### src/rtl/wb_cache_stage.sv
`default_nettype none
// ============================================================================
// Module   : wb_cache_stage
// Purpose  : MEM/WB stage with write-back, write-allocate direct-mapped data
//            cache, word-serial refill/evict port and WB bubble/flush hold.
//            Define CACHE_STATS_EN to build the hit_cnt/miss_cnt counters.
// Revision : 1.0  initial release
// ============================================================================
module wb_cache_stage #(
    parameter int LINE_ADDR_LEN = 3,
    parameter int SET_ADDR_LEN  = 3,
    parameter int TAG_ADDR_LEN  = 10
) (
    input  logic        clk,
    input  logic        rst,
    input  logic        bubbleW,
    input  logic        flushW,
    input  logic        wb_select,
    input  logic [2:0]  load_type,
    input  logic [3:0]  write_en,
    input  logic [31:0] addr,
    input  logic [31:0] wr_data,
    output logic [31:0] data_WB,
    output logic        miss,
    output logic        ref_signal,
    output logic        mem_req,
    output logic        mem_we,
    output logic [31:0] mem_addr,
    output logic [31:0] mem_wdata,
    input  logic [31:0] mem_rdata,
    input  logic        mem_ack,
    output logic [31:0] hit_cnt,
    output logic [31:0] miss_cnt
);

    localparam int C_WORDS = 1 << LINE_ADDR_LEN;
    localparam int C_SETS  = 1 << SET_ADDR_LEN;
    localparam int C_ABITS = 2 + LINE_ADDR_LEN + SET_ADDR_LEN + TAG_ADDR_LEN;
    localparam logic [LINE_ADDR_LEN-1:0] C_BEAT_ONE  = LINE_ADDR_LEN'(1);
    localparam logic [LINE_ADDR_LEN-1:0] C_BEAT_LAST = '1;

    typedef enum logic [1:0] {
        S_IDLE   = 2'd0,
        S_EVICT  = 2'd1,
        S_REFILL = 2'd2
    } state_t;

    state_t                    r_state;
    logic [LINE_ADDR_LEN-1:0]  r_beat;
    logic [SET_ADDR_LEN-1:0]   r_idx;
    logic [TAG_ADDR_LEN-1:0]   r_ntag;
    logic [C_SETS-1:0]         r_valid;
    logic [C_SETS-1:0]         r_dirty;
    logic [TAG_ADDR_LEN-1:0]   r_tag  [C_SETS];
    logic [31:0]               r_data [C_SETS*C_WORDS];

    logic        r_bubble, r_flush, r_wbsel_old;
    logic [31:0] r_addr_old, r_dwb_old, r_lword;
    logic [2:0]  r_ltype;
    logic [1:0]  r_lsb;

    logic                      w_store, w_access, w_hit, w_done, w_start, w_last;
    logic [SET_ADDR_LEN-1:0]   w_index;
    logic [TAG_ADDR_LEN-1:0]   w_tag, w_mtag;
    logic [LINE_ADDR_LEN-1:0]  w_off;
    logic [3:0]                w_bmask;
    logic [31:0]               w_sdata, w_ext;
    logic [7:0]                w_byte;
    logic [15:0]               w_half;

    assign w_store  = |write_en;
    assign w_access = wb_select | w_store;
    assign w_index  = addr[2+LINE_ADDR_LEN +: SET_ADDR_LEN];
    assign w_tag    = addr[2+LINE_ADDR_LEN+SET_ADDR_LEN +: TAG_ADDR_LEN];
    assign w_off    = addr[2 +: LINE_ADDR_LEN];
    assign w_hit    = r_valid[w_index] && (r_tag[w_index] == w_tag);
    assign w_done   = (r_state == S_IDLE) && w_access && w_hit && !rst;
    assign w_start  = (r_state == S_IDLE) && w_access && !w_hit;
    assign w_last   = (r_beat == C_BEAT_LAST);
    assign w_bmask  = 4'(write_en << addr[1:0]);
    assign w_sdata  = wr_data << {addr[1:0], 3'b000};

    assign miss       = w_access && !(w_hit && (r_state == S_IDLE));
    assign ref_signal = w_done;
    assign mem_req    = (r_state != S_IDLE);
    assign mem_we     = (r_state == S_EVICT);
    assign w_mtag     = (r_state == S_EVICT) ? r_tag[r_idx] : r_ntag;
    assign mem_addr   = 32'({w_mtag, r_idx, r_beat, 2'b00});
    assign mem_wdata  = r_data[{r_idx, r_beat}];

    // Address bits above the cached space take no part in the lookup.
    generate
        if (C_ABITS < 32) begin : g_addr_hi
            logic w_unused_addr_hi;
            assign w_unused_addr_hi = ^addr[31:C_ABITS];
        end
    endgenerate

    always_ff @(posedge clk) begin
        if (rst) begin
            r_state <= S_IDLE;
            r_beat  <= '0;
            r_idx   <= '0;
            r_ntag  <= '0;
            r_valid <= '0;
            r_dirty <= '0;
        end else begin
            case (r_state)
                S_IDLE: begin
                    if (w_start) begin
                        r_idx   <= w_index;
                        r_ntag  <= w_tag;
                        r_beat  <= '0;
                        r_state <= (r_valid[w_index] && r_dirty[w_index]) ? S_EVICT : S_REFILL;
                    end else if (w_done && w_store) begin
                        r_dirty[w_index] <= 1'b1;
                    end
                end
                S_EVICT: begin
                    if (mem_ack) begin
                        r_beat <= r_beat + C_BEAT_ONE;
                        if (w_last) r_state <= S_REFILL;
                    end
                end
                S_REFILL: begin
                    if (mem_ack) begin
                        r_beat <= r_beat + C_BEAT_ONE;
                        if (w_last) begin
                            r_tag[r_idx]   <= r_ntag;
                            r_valid[r_idx] <= 1'b1;
                            r_dirty[r_idx] <= 1'b0;
                            r_state        <= S_IDLE;
                        end
                    end
                end
                default: r_state <= S_IDLE;
            endcase
        end
    end

    always_ff @(posedge clk) begin
        if (!rst) begin
            if ((r_state == S_REFILL) && mem_ack) begin
                r_data[{r_idx, r_beat}] <= mem_rdata;
            end else if (w_done && w_store) begin
                for (int b = 0; b < 4; b++) begin
                    if (w_bmask[b]) r_data[{w_index, w_off}][8*b +: 8] <= w_sdata[8*b +: 8];
                end
            end
        end
    end

    // A store that also asserts wb_select writes back the address path.
    always_ff @(posedge clk) begin
        if (rst) begin
            r_bubble    <= 1'b0;
            r_flush     <= 1'b0;
            r_wbsel_old <= 1'b0;
            r_addr_old  <= '0;
            r_dwb_old   <= '0;
            r_lword     <= '0;
            r_ltype     <= '0;
            r_lsb       <= '0;
        end else begin
            r_bubble    <= bubbleW;
            r_flush     <= flushW;
            r_wbsel_old <= wb_select & ~w_store;
            r_addr_old  <= addr;
            r_dwb_old   <= data_WB;
            r_lword     <= r_data[{w_index, w_off}];
            r_ltype     <= load_type;
            r_lsb       <= addr[1:0];
        end
    end

    assign w_byte = 8'(r_lword >> {r_lsb, 3'b000});
    assign w_half = 16'(r_lword >> {r_lsb[1], 4'b0000});

    always_comb begin
        w_ext = '0;
        case (r_ltype)
            3'd1:    w_ext = {{24{w_byte[7]}}, w_byte};
            3'd2:    w_ext = {{16{w_half[15]}}, w_half};
            3'd3:    w_ext = r_lword;
            3'd4:    w_ext = {24'd0, w_byte};
            3'd5:    w_ext = {16'd0, w_half};
            default: w_ext = '0;
        endcase
    end

    assign data_WB = r_bubble    ? r_dwb_old :
                     r_flush     ? 32'd0     :
                     r_wbsel_old ? w_ext     : r_addr_old;

`ifdef CACHE_STATS_EN
    logic        r_was_miss;
    logic [31:0] r_hit_cnt, r_miss_cnt;

    // The hit that completes a refilled access is not counted as a hit.
    always_ff @(posedge clk) begin
        if (rst) begin
            r_was_miss <= 1'b0;
            r_hit_cnt  <= '0;
            r_miss_cnt <= '0;
        end else if (w_start) begin
            r_was_miss <= 1'b1;
            r_miss_cnt <= r_miss_cnt + 32'd1;
        end else if (w_done) begin
            r_was_miss <= 1'b0;
            if (!r_was_miss) r_hit_cnt <= r_hit_cnt + 32'd1;
        end
    end

    assign hit_cnt  = r_hit_cnt;
    assign miss_cnt = r_miss_cnt;
`else
    assign hit_cnt  = '0;
    assign miss_cnt = '0;
`endif

endmodule
`default_nettype wire

### config.mk
export PLATFORM = sky130hd
export DESIGN_NAME = wb_cache_stage
export DESIGN_NICKNAME = d
export VERILOG_FILES = /design/src/rtl/wb_cache_stage.sv
export SDC_FILE = /design/constraint.sdc
export NUM_CORES = 2
export LEC_CHECK = 0
export ABC_CLOCK_PERIOD_IN_PS = 6490
export CORE_MARGIN = 2
export CORE_UTILIZATION = 35
export DETAILED_ROUTE_END_ITERATION = 8
export MAX_ROUTING_LAYER = met4
export PLACE_DENSITY = 0.6
export SYNTH_ARGS = -nofsm -noshare
export SYNTH_HDL_FRONTEND = slang
export SYNTH_SLANG_ARGS = --single-unit
### constraint.sdc
create_clock -name clk -period 6.49 [get_ports clk]
set_input_delay 0.9735 -clock clk [delete_from_list [all_inputs] [get_ports clk]]
set_output_delay 0.9735 -clock clk [all_outputs]
set_load 0.01 [all_outputs]
==> metrics.txt <==
status completed; final hold vios 0; HP Class flip-flop to flip-flop; arrival time worst endpoint between 5 and 6 ns; Tot GR Track Use 24.5%; internal power 25.8 mW; Worst-path clk slew 0.06 ns; hold buffer count at CTS 0; Finished Layout Cells 10.3k; DRT iter0 DRCs 9,374; initial antenna violation count 30; syn avg cell area 19.1 µm²; RSZ-0062 raised after global routing no; Seq cells post-synth 2,267; storage element area 66,700 µm²; CP bufs+invs 2; Antenna Nets Post-Route 0; H-tree Lvls 4; worst path required time 5.52 ns; largest net degree at the start of global routing 78; Top FF cell, synth edfxtp_1; Max rail drop VDD 0.000224 V; first-pass GRT wire length roughly 510,000 µm; Setup TNS 0 ns; worst path cell trace buf_4 > mux4_2 > mux2i_1 > o22ai_1 > a311oi_1 > nand2_1 > clkdlybuf4s50_1; WS Path Type flip-flop to primary output; synthesis-to-finish area growth 15.2%; Placed Instances 9,747; die outline width 557 µm; num ports 273; Skew-Pair Late Insertion Delay 0.91 ns; clock sink count 2,267; Max Clock Skew between 0.06 and 0.07 ns; Final min period 6.13 ns; NetSw around 9.1 mW; Power Dens Cells 283 nW/µm²; routed wire length between 300,000 and 400,000 µm; Final Setup Violations 0; grt total ovfl 0; drt wl/cell around 36 µm; First-pass DRT Iterations 9; Comb power frac between 10% and 20%; num rows 202; Die Span Y 557 µm; post-CTS resize count 0; Slowest cell on crit path dfxtp_4; delay-heaviest family, CP buffers and inverters; asr flop ratio synth 0%; CP max FO 40; Seq/Total Area, Yosys 62.4%; warnings from Yosys 0; Max Freq 0.163 GHz; CP Launch Type flip-flop; Initial Util between 30% and 40%; Root Buffer clkbuf_16; P_leak 37.5 nW; Synth Instances 5,606; clock power share between 30% and 40%; Post-DP HPWL 251,000 µm; final count of pins violating max slew 0; die area 310,000 µm²; placed cell area between 100,000 and 150,000 µm²; CTS buffer count around 230; Sequential Power Share 46.6%; Buffers on Ports about 190; clk buf depth 3; Tightest Pin Transition 1.41 ns; core region area 303,000 µm²; area occupied by multi-input gates 38,200 µm²; Max transition margin 5.38%; # fillers 26.7k; detailed-route via count 63.3k; period utilization around 94%; Remaining DRCs 0; hold slack 0.476 ns; number of flops mapped to enable cells by yosys around 2.1k; post-CTS setup buffers 0; Max Cap Viol 0; final instance area 123,000 µm²; global placement routability congestion 0.986; layout cells sized above 1 33.5%; CP Capture Type primary output; CTS tree built; Final nets 6,121; number of global-route vias before repair about 63k; Post-Syn Area 107,000 µm²; via-per-instance ratio 6.17; number of distinct library cells after synthesis 67; critical path's largest stage delay 1.06 ns; Switching Fraction 26.1%
-- per-stage QoR --
stage	total power, mW	utilization (%)	setup slack, ns
finish	34.9	40.6	0.363
CTS	35.0	40.6	0.344
detailed placement	21.9	38.1	0.390
global route	35.8	40.6	0.150
floorplan	19.6	-	0.534
global placement	21.8	38.1	0.555
-- power groups by stage --
stage          Clock [mW]  Sequential (mW)  Combinational [mW]
2_1_floorplan           0             16.5                3.18
3_3_place_gp            0             16.6                5.28
3_5_place_dp            0             16.6                5.30
4_1_cts              13.5             16.3                5.31
5_1_grt              14.0             16.3                5.52
6_report             13.3             16.3                5.32
-- per-layer routing --
| layer | track usage, % | routed length (µm) | part of all wire [%] |
|---|---|---|---|
| met3 | 6.66 | 40900 | 11 |
| met4 | 11.0 | 19500 | 5.2 |
| met1 | 31.3 | 142000 | 38 |
| met2 | 36.4 | 171000 | 46 |
| met5 | - | 0 | 0 |
-- cell families (layout without fill, tap and decap cells) --
kind of cell,after synthesis,count (layout),synth area share [%]
multiplexers,1630,1630,29.5
XOR/XNOR,6,6,0.0491
flip-flops,2267,2267,62.4
buffers and inverters,570,1090,2.44
other,1,149,0.00351
AO/OA/AOI/OAI,409,409,2.66
AND/OR/NAND/NOR,717,717,2.96
adder cells (fa/ha/maj),6,6,0.0679
-- sequential cells by signal, indices dropped and copies added (netlist names), named ones only --
register     flops
r_ltype          3
r_idx            3
r_data        2048
r_dwb_old       32
r_valid          8
r_ntag          10
r_state          2
r_bubble         1
r_flush          1
r_tag           80
r_lword         32
r_beat           3
r_wbsel_old      1
r_dirty          8
r_addr_old      32
-- placed cells by master, fill, tap and decap left out, types with 39 or more instances in the layout --
cell type and instances:
clkdlybuf4s50_1 183, clkbuf_1 62, clkinv_1 49, edfxtp_1 2128
clkinv_2 39, o22ai_1 129, mux2i_1 369, nand2_1 61
a21oi_1 67, nor2_1 461, buf_4 403, mux2_2 51
dfxtp_1 133, diode_2 69, clkbuf_16 236, mux4_2 1207
conb_1 80, nor2b_1 89
-- path summary, 6_finish.rpt --
path,startpoint,to,slack [ns],depth (start not counted)
worst max-delay path,r_beat[1],mem_wdata[0],0.36,7
worst min-delay path,r_valid[3],r_valid[3],0.48,2
worst max register to register,r_tag[7][5],r_data[57][13],1.22,10
worst min register to register,r_valid[3],r_valid[3],0.48,2
-- worst reg2reg max path, stage by stage (launching register included) --
cell and delay, ns:
edfxtp_1 0.38, mux4_2 0.50, mux2i_4 0.19, xnor2_1 0.13, a2111oi_0 0.67, o211ai_1 0.33, nor3_4 0.45, buf_12 0.28
buf_4 0.39, mux2i_1 1.13, nor2_1 0.49
-- cells in the mapped netlist, types with 5 or more instances --
cell       number  area [µm²]
mux2i_1       369        3690
a22o_1         33         289
a222oi_1        6        60.1
buf_1          95         357
edfxtp_1     2128       63900
nand3_1        17        85.1
or3_1           8        50.1
mux2_2         52         586
nand2b_1       11        68.8
a2111o_1        9         101
nand3b_1       10        75.1
nor2_1        465        1750
buf_2          80         400
o22ai_1       129         807
a21oi_1        68         340
a211oi_1       31         233
o21ai_0        32         160
nor3_1         14        70.1
a22oi_1         6        45.0
nor2b_1        93         582
mux4_2       1207       27200
a221oi_1        9        78.8
or2_2           7        43.8
dfxtp_1       139        2780
clkbuf_1      271        1020
buf_4          90         676
a21o_1          9        67.6
nor3b_1         5        37.5
inv_1          30         113
o2bb2ai_1      30         263
xnor2_1         5        43.8
a31oi_1        11        68.8
nand2_1        63         236
ha_1            5        62.6
-- final cells by class --
| cell class | instances | share of cell area [%] |
|---|---|---|
| Timing Repair Buffer | 626 | 4.54 |
| Antenna cell | 69 | 0.140 |
| Multi-Input combinational cell | 2848 | 31.0 |
| Clock buffer | 299 | 4.99 |
| Clock inverter | 135 | 1.09 |
| Sequential cell | 2267 | 54.1 |
| Inverter | 30 | 0.0914 |
| Tap cell | 3978 | 4.04 |
Power figures use the tool's default switching activity.
